--- config.mk ---
export PLATFORM = sky130hd
export DESIGN_NAME = tensor_core_matmul_unit_flat
export DESIGN_NICKNAME = d
export VERILOG_FILES = /design/src/rtl/tensor_core_matmul_unit_if.sv /design/src/rtl/tensor_core_matmul_unit.sv /design/src/flat_wrapper.sv
export SDC_FILE = /design/constraint.sdc
export NUM_CORES = 2
export LEC_CHECK = 0
export CORE_UTILIZATION = 53
export DETAILED_ROUTE_END_ITERATION = 16
export HOLD_SLACK_MARGIN = 0.02
export PLACE_DENSITY = 0.71
export SYNTH_ARGS = -nofsm -noshare
export SYNTH_HDL_FRONTEND = slang
export SYNTH_SLANG_ARGS = --single-unit
--- constraint.sdc ---
create_clock -name clock_in -period 11.2 [get_ports clock_in]
set_input_delay 1.12 -clock clock_in [delete_from_list [all_inputs] [get_ports clock_in]]
set_output_delay 1.12 -clock clock_in [all_outputs]
set_load 0.02 [all_outputs]
--- src/rtl/tensor_core_matmul_unit_if.sv ---
// Bus between the tensor-core register file and the 3x3 matrix-multiply unit.
// The master (register file side) supplies the start request and both operand
// matrices; the slave (multiply unit) returns status and the bulk write-back.
// Matrix elements are two's complement, DATA_WIDTH bits each, indexed
// [matrix][row][column] with matrix 0 = A / C and matrix 1 = B.
interface tensor_core_matmul_unit_if #(
   parameter int DATA_WIDTH = 8
);
   logic                                    start_in;
   logic [1:0][2:0][2:0][DATA_WIDTH-1:0]    operands_in;
   logic                                    busy_out;
   logic                                    done_out;
   logic                                    overflow_out;
   logic                                    bulk_write_enable_out;
   logic [1:0][2:0][2:0][DATA_WIDTH-1:0]    bulk_write_data_out;

   modport master (
      output start_in,
      output operands_in,
      input  busy_out,
      input  done_out,
      input  overflow_out,
      input  bulk_write_enable_out,
      input  bulk_write_data_out
   );

   modport slave (
      input  start_in,
      input  operands_in,
      output busy_out,
      output done_out,
      output overflow_out,
      output bulk_write_enable_out,
      output bulk_write_data_out
   );
endinterface

--- src/rtl/tensor_core_matmul_unit.sv ---
// Sequential 3x3 signed matrix-multiply engine.
// Captures A and B from the register file bulk read port when a start is
// accepted, accumulates one column of A against one row of B per cycle for
// three cycles, then narrows the full-width sums and strobes C (into matrix 0)
// and the captured B (into matrix 1) back to the register file for chaining.
// Every output comes straight from a register.
module tensor_core_matmul_unit #(
   parameter int DATA_WIDTH = 8,
   parameter int ACC_WIDTH  = 18,
   parameter int SATURATE   = 0
) (
   input  logic                          clock_in,
   input  logic                          reset_in,
   tensor_core_matmul_unit_if.slave      bus
);

   localparam int C_EXT = ACC_WIDTH - DATA_WIDTH;

   typedef logic [2:0][2:0][DATA_WIDTH-1:0] mat_t;
   typedef logic [2:0][2:0][ACC_WIDTH-1:0]  acc_mat_t;

   typedef enum logic [1:0] {
      ST_IDLE  = 2'd0,
      ST_MAC   = 2'd1,
      ST_WRITE = 2'd2
   } state_t;

   // True when a full-width sum cannot be represented in DATA_WIDTH bits:
   // the bits from the narrow sign bit upward must all match.
   function automatic logic f_out_of_range(input logic [ACC_WIDTH-1:0] s);
      logic [C_EXT:0] top;
      top = s[ACC_WIDTH-1:DATA_WIDTH-1];
      return !((&top) || (~|top));
   endfunction

   // Narrow one full-width sum: keep the low bits, or clamp when saturating.
   function automatic logic [DATA_WIDTH-1:0] f_narrow(input logic [ACC_WIDTH-1:0] s);
      logic [DATA_WIDTH-1:0] res;
      if ((SATURATE != 0) && f_out_of_range(s)) begin
         if (s[ACC_WIDTH-1]) begin
            res = {1'b1, {(DATA_WIDTH-1){1'b0}}};
         end else begin
            res = {1'b0, {(DATA_WIDTH-1){1'b1}}};
         end
      end else begin
         res = s[DATA_WIDTH-1:0];
      end
      return res;
   endfunction

   state_t     r_state;
   state_t     w_state_next;
   logic [1:0] r_k;
   mat_t       r_a;
   mat_t       r_b;
   acc_mat_t   r_acc;
   acc_mat_t   w_sum;
   mat_t       w_narrow;
   logic       w_ovf_any;
   logic [ACC_WIDTH-1:0] w_a_ext;
   logic [ACC_WIDTH-1:0] w_b_ext;
   logic [ACC_WIDTH-1:0] w_prod;
   logic       w_start_accept;
   logic       w_last_mac;

   logic                                  r_busy;
   logic                                  r_done;
   logic                                  r_we;
   logic                                  r_ovf;
   logic [1:0][2:0][2:0][DATA_WIDTH-1:0]  r_wdata;

   // State register; reset returns to IDLE regardless of the current state.
   always_ff @(posedge clock_in) begin
      if (reset_in) begin
         r_state <= ST_IDLE;
      end else begin
         r_state <= w_state_next;
      end
   end

   // Next-state logic: start is only honoured in IDLE, MAC lasts three
   // cycles (k = 0..2) and WRITE is a single cycle.
   always_comb begin
      w_state_next   = r_state;
      w_start_accept = 1'b0;
      w_last_mac     = 1'b0;
      case (r_state)
         ST_IDLE: begin
            if (bus.start_in) begin
               w_start_accept = 1'b1;
               w_state_next   = ST_MAC;
            end else begin
               w_state_next   = ST_IDLE;
            end
         end
         ST_MAC: begin
            if (r_k == 2'd2) begin
               w_last_mac   = 1'b1;
               w_state_next = ST_WRITE;
            end else begin
               w_state_next = ST_MAC;
            end
         end
         ST_WRITE: begin
            w_state_next = ST_IDLE;
         end
         default: begin
            w_state_next = ST_IDLE;
         end
      endcase
   end

   // Multiply-accumulate step for the current k, plus narrowing of the
   // resulting sums (only used on the last step, when they are final).
   always_comb begin
      w_sum     = '0;
      w_narrow  = '0;
      w_ovf_any = 1'b0;
      w_a_ext   = '0;
      w_b_ext   = '0;
      w_prod    = '0;
      for (int i = 0; i < 3; i++) begin
         for (int j = 0; j < 3; j++) begin
            w_a_ext     = {{C_EXT{r_a[i][r_k][DATA_WIDTH-1]}}, r_a[i][r_k]};
            w_b_ext     = {{C_EXT{r_b[r_k][j][DATA_WIDTH-1]}}, r_b[r_k][j]};
            w_prod      = w_a_ext * w_b_ext;
            w_sum[i][j] = r_acc[i][j] + w_prod;
            w_narrow[i][j] = f_narrow(w_sum[i][j]);
            w_ovf_any   = w_ovf_any | f_out_of_range(w_sum[i][j]);
         end
      end
   end

   // Datapath and output registers: capture on start, accumulate in MAC,
   // register the write-back on the last MAC edge, drop the strobe after WRITE.
   always_ff @(posedge clock_in) begin
      if (reset_in) begin
         r_k     <= 2'd0;
         r_a     <= '0;
         r_b     <= '0;
         r_acc   <= '0;
         r_busy  <= 1'b0;
         r_done  <= 1'b0;
         r_we    <= 1'b0;
         r_ovf   <= 1'b0;
         r_wdata <= '0;
      end else begin
         case (r_state)
            ST_IDLE: begin
               if (w_start_accept) begin
                  r_a    <= bus.operands_in[0];
                  r_b    <= bus.operands_in[1];
                  r_acc  <= '0;
                  r_k    <= 2'd0;
                  r_ovf  <= 1'b0;
                  r_busy <= 1'b1;
               end else begin
                  r_busy <= 1'b0;
               end
               r_done <= 1'b0;
               r_we   <= 1'b0;
            end
            ST_MAC: begin
               r_acc <= w_sum;
               if (w_last_mac) begin
                  r_k     <= 2'd0;
                  r_wdata <= {r_b, w_narrow};
                  r_ovf   <= w_ovf_any;
                  r_we    <= 1'b1;
                  r_done  <= 1'b1;
               end else begin
                  r_k     <= r_k + 2'd1;
                  r_we    <= 1'b0;
                  r_done  <= 1'b0;
               end
               r_busy <= 1'b1;
            end
            ST_WRITE: begin
               r_we   <= 1'b0;
               r_done <= 1'b0;
               r_busy <= 1'b0;
            end
            default: begin
               r_we   <= 1'b0;
               r_done <= 1'b0;
               r_busy <= 1'b0;
               r_k    <= 2'd0;
            end
         endcase
      end
   end

   assign bus.busy_out              = r_busy;
   assign bus.done_out              = r_done;
   assign bus.overflow_out          = r_ovf;
   assign bus.bulk_write_enable_out = r_we;
   assign bus.bulk_write_data_out   = r_wdata;

endmodule

--- src/flat_wrapper.sv ---
// flat-port wrapper written by rule: the top's interface ports become plain ports
module tensor_core_matmul_unit_flat 
#(
   parameter int DATA_WIDTH = 8,
   parameter int ACC_WIDTH  = 18,
   parameter int SATURATE   = 0
)
  (clock_in, reset_in, bus_start_in, bus_operands_in, bus_busy_out, bus_done_out, bus_overflow_out, bus_bulk_write_enable_out, bus_bulk_write_data_out);
  tensor_core_matmul_unit_if #(.DATA_WIDTH(DATA_WIDTH)) bus_i ();
  input  logic clock_in;
  input  logic reset_in;
  input wire logic [$bits(bus_i.start_in)-1:0] bus_start_in;
  input wire logic [$bits(bus_i.operands_in)-1:0] bus_operands_in;
  output wire logic [$bits(bus_i.busy_out)-1:0] bus_busy_out;
  output wire logic [$bits(bus_i.done_out)-1:0] bus_done_out;
  output wire logic [$bits(bus_i.overflow_out)-1:0] bus_overflow_out;
  output wire logic [$bits(bus_i.bulk_write_enable_out)-1:0] bus_bulk_write_enable_out;
  output wire logic [$bits(bus_i.bulk_write_data_out)-1:0] bus_bulk_write_data_out;
  assign bus_i.start_in = bus_start_in;
  assign bus_i.operands_in = bus_operands_in;
  assign bus_busy_out = bus_i.busy_out;
  assign bus_done_out = bus_i.done_out;
  assign bus_overflow_out = bus_i.overflow_out;
  assign bus_bulk_write_enable_out = bus_i.bulk_write_enable_out;
  assign bus_bulk_write_data_out = bus_i.bulk_write_data_out;
  tensor_core_matmul_unit #(.DATA_WIDTH(DATA_WIDTH), .ACC_WIDTH(ACC_WIDTH), .SATURATE(SATURATE)) u_core (.clock_in(clock_in), .reset_in(reset_in), .bus(bus_i));
endmodule
==> key figures <==
Clock tree
  • Post-cts repair resize count: 0
  • Skew-Pair Late Insertion Delay: roughly 0.65 ns
  • Clock tree from TritonCTS: built
  • Clock Sinks: around 460
  • Buffer type at the clock tree root: clkbuf_16
  • Total number of H-tree levels: 2
  • Number of buffers inserted to repair setup after CTS: 0
  • Clock-pin slew on the worst setup and hold paths: roughly 0.060 ns
  • TritonCTS buffer count: 54
  • Buffer depth of the longest clock path: 3
  • Hold bufs inserted after CTS: 0

Run
  • Maximum Capacitance Violations: 0

Timing
  • Hold violation count in the final report: 0
  • Remaining max-slew budget at the tightest pin: under 10%
  • Final period utilization: a little under nine tenths
  • Maximum operating frequency: between 100 and 150 MHz
  • Final-layout setup total negative slack: 0 ns
  • Actual slew at the worst max-slew pin: 1.359 ns
  • Final period demand of the worst path: 9.577 ns
  • PnR worst setup slack: around 1.6 ns
  • Slew Viols, Final: 0
  • Skew final: around 0.028 ns
  • RSZ-0062 raised after global routing: false
  • Final number of setup-violating endpoints: 0

Global routing
  • Number of global-route vias before repair: approximately 39000
  • Pin count of the biggest net entering global routing: 230
  • Antenna violations before repair: 8
  • Wire length of the first global-routing pass: between 200000 and 250000 um
  • GRT Total Usage: 31.04%
  • Grt total ovfl: 0

Status
  • Result of the run: finished, final reports clean

Synth
  • Combinational family with the most area after synthesis: adder cells
  • Synthesized cell area: 45410 um2
  • Adder and majority cell fraction of the synthesized area: around a third
  • Synthesized area per cell: slightly above 8 um2
  • Total nets after synthesis: 6673
  • Most common flop cell mapped by yosys: dfxtp_1
  • Syn. warnings: 0
  • Multiplexer share of the synthesized area: 1.220%
  • Top cell type's share of synthesized area: 22.22%
  • Mapped Cells: 5606
  • Fraction of registers with async set/reset: 0%
  • Most area-consuming cells after synthesis: fa_1 (22%), dfxtp_1 (20%), ha_1 (11%), nand2_1 (6.8%), nor2_1 (6.1%)
  • Post-synthesis cell type count: 78
  • Synth Area in XOR/XNOR: 5.593%
  • Synthesized-area fraction occupied by ao, oa, aoi and oai cells: 14.42%
  • Post-synthesis simple-gate area fraction: 16.81%
  • Sequential element share of the synthesized area: around a fifth
  • Post-synth EDFFs: 0
  • Register bit total from synthesis: 457
  • Cell accounting for the most synthesized area: fa_1

Placement
  • Number of input and output port buffers inserted: about 300
  • Routability congestion estimate from global placement: 0.9664
  • Placement Setup Slack: 1.793 ns
  • Post-DP HPWL: approximately 100000 um

Floorplan
  • Placeable core region: 84220 um2
  • Die boundary height: 294.7 um
  • Top Ports: 295
  • Initial cell density of the core: 53.93%
  • Die extent in x: around 300 um
  • Site row count: 106
  • Overall die area: 86860 um2

Pwr
  • Static Leak: 22.48 nW
  • Pwr/cell area: 109.2 nW/um2
  • Worst IR drop on VDD: 0.1300 mV

Worst setup path
  • Worst path bufs/invs: 1
  • Category of the most critical setup path: reg2reg
  • Top fanout value on the critical path: 47
  • CP max stage delay: between 1 and 1.5 ns
  • Path depth of the worst reg2reg path: 32
  • Reg-to-reg startpoint: u_core.r_k[0]$_SDFFE_PP0P_
  • Type of origin of the critical path: flip-flop
  • Worst path arrival time: just over 10 ns
  • Reg-to-reg endpoint: u_core.bus.overflow_out$_SDFFE_PP0P_
  • Critical Path Slowest Stage Cell: o21ai_0
  • Data required time of the worst path: about 12 ns
  • Setup slack of the most critical reg-to-reg path: 1.62 ns
  • Crit. End Element: flip-flop
  • Category of cells accounting for the largest share of critical-path delay: compound AO/OA/AOI/OAI gates

Detailed routing
  • Detailed-route wire length per cell: 19.50 um
  • Total iterations of the first detailed-routing run: 6
  • Via total after detailed routing: 39020
  • Total detailed-routing wirelength: 135300 um
  • Number of routed nets with antenna violations: 0
  • Post-detailed-route via-to-cell ratio: roughly 5.6
  • DRC: 0
  • Violation count after the first detailed-route iteration: 2578

Worst hold path
  • WHS Endpoint: u_core.bus.bulk_write_data_out[52]$_SDFFE_PP0P_
  • Worst Hold Depth: 2
  • Class of the tightest hold or removal check: reg2reg
  • Startpoint of the tightest hold check path: u_core.bus.bulk_write_data_out[52]$_SDFFE_PP0P_

Finish
  • Area overhead of the layout relative to synthesis: 12.85%
  • Share of final-layout standard cells stronger than drive strength 1: 3.641%
  • Most frequent cells in the layout: nand2_1 (817), nor2_1 (733), inv_1 (712)
  • Final-stage net count: 6820
  • Number of fill cells: 7517
  • Most common library cell in the layout ignoring fill and taps: nand2_1
-- routing by layer --
metal	wire length, um	global-route usage, %	share of wire (%)
met1	52640	37.65	39
met2	67260	54.10	50
met3	8718	4.449	6.4
met4	6708	14.46	5.0
met5	0	0	0
-- worst max-delay path by stage --
stage | end | from | slack (ns) | cells after the start
after floorplan | u_core.bus.overflow_out$_SDFFE_PP0P_ | u_core.r_k[0]$_SDFFE_PP0P_ | 2.89 | 35
after global placement | u_core.bus.overflow_out$_SDFFE_PP0P_ | u_core.r_k[0]$_SDFFE_PP0P_ | 1.67 | 33
after detailed placement | u_core.bus.overflow_out$_SDFFE_PP0P_ | u_core.r_k[0]$_SDFFE_PP0P_ | 1.79 | 32
after CTS | u_core.bus.overflow_out$_SDFFE_PP0P_ | u_core.r_k[0]$_SDFFE_PP0P_ | 1.76 | 32
after global routing | u_core.bus.overflow_out$_SDFFE_PP0P_ | u_core.r_k[0]$_SDFFE_PP0P_ | 1.15 | 32
final | u_core.bus.overflow_out$_SDFFE_PP0P_ | u_core.r_k[0]$_SDFFE_PP0P_ | 1.62 | 32
-- worst min-delay path, cell delays in order, from the launching register on --
cell and delay [ns]:
dfxtp_1 0.30, nand2_1 0.05, a21oi_1 0.05
-- cells in the mapped netlist, types with 9 or more instances --
master / instances
a211oi_1: 40
a21o_1: 71
a21oi_1: 487
a22oi_1: 126
a31oi_1: 14
and2_1: 16
and3_1: 13
and4_1: 10
buf_1: 23
clkbuf_1: 246
dfxtp_1: 457
fa_1: 504
ha_1: 416
inv_1: 712
mux2i_1: 52
nand2_1: 819
nand2b_1: 42
nand3_1: 41
nand4_1: 17
nor2_1: 733
nor2b_1: 24
nor3_1: 55
nor4_1: 25
o211ai_1: 15
o21a_1: 42
o21ai_0: 102
o21ai_1: 9
o21bai_1: 46
o22ai_1: 9
o41ai_1: 9
or3_1: 15
or4_1: 14
xnor2_1: 224
xor2_1: 66
-- registers in the layout, summed over array words and instances, names as in the netlist --
signal,flops
u_core.r_acc,162
u_core.bus.bulk_write_data_out,144
u_core.r_a,72
u_core.r_b,72
u_core.r_k,2
u_core.r_state,2
u_core.bus.busy_out,1
u_core.bus.done_out,1
u_core.bus.overflow_out,1
-- cell families (layout without fill, tap and decap cells) --
kind of cell,count (synthesis),in the layout
mux,55,55
compound gates,1053,1053
xor+xnor,290,290
buf+inv,983,1172
other cells,0,9
simple gates,1848,1848
flops,457,457
fa+ha+maj,920,920
-- where the power goes --
part | leakage, nW | total [mW] | switching (mW) | internal, mW
Clock | 0.878 | 1.82 | 0.778 | 1.05
Combinational | 17.9 | 2.01 | 1.24 | 0.764
Sequential | 3.71 | 1.77 | 0.0676 | 1.70
-- through the flow --
step | cells | utilization [%] | area [um2] | power (mW) | hold WS, ns
5_1_grt | 6937 | 60.85 | 51250 | 5.890 | 0.4704
4_1_cts | 6929 | 60.83 | 51230 | 5.607 | 0.4538
6_report | 6938 | 60.85 | 51250 | 5.598 | 0.4509
3_5_place_dp | 6831 | 58.68 | 49420 | 3.773 | 0.4455
2_1_floorplan | 5606 | - | 45410 | 3.196 | 0.4357
3_3_place_gp | 6831 | 58.67 | 49410 | 3.750 | 0.4410
-- cell type report --
type	instances	area, um2	share of cell area, %
well taps	1134	1419	2.768
flip-flops and latches	457	9154	17.86
repair buffers	361	3476	6.782
diodes	9	22.52	0.04394
clock buffers	73	1513	2.952
clock inverters	25	296.5	0.5786
inverters	713	2676	5.222
multi-input cells	4166	32690	63.79
(Power assumes the default switching activity.)
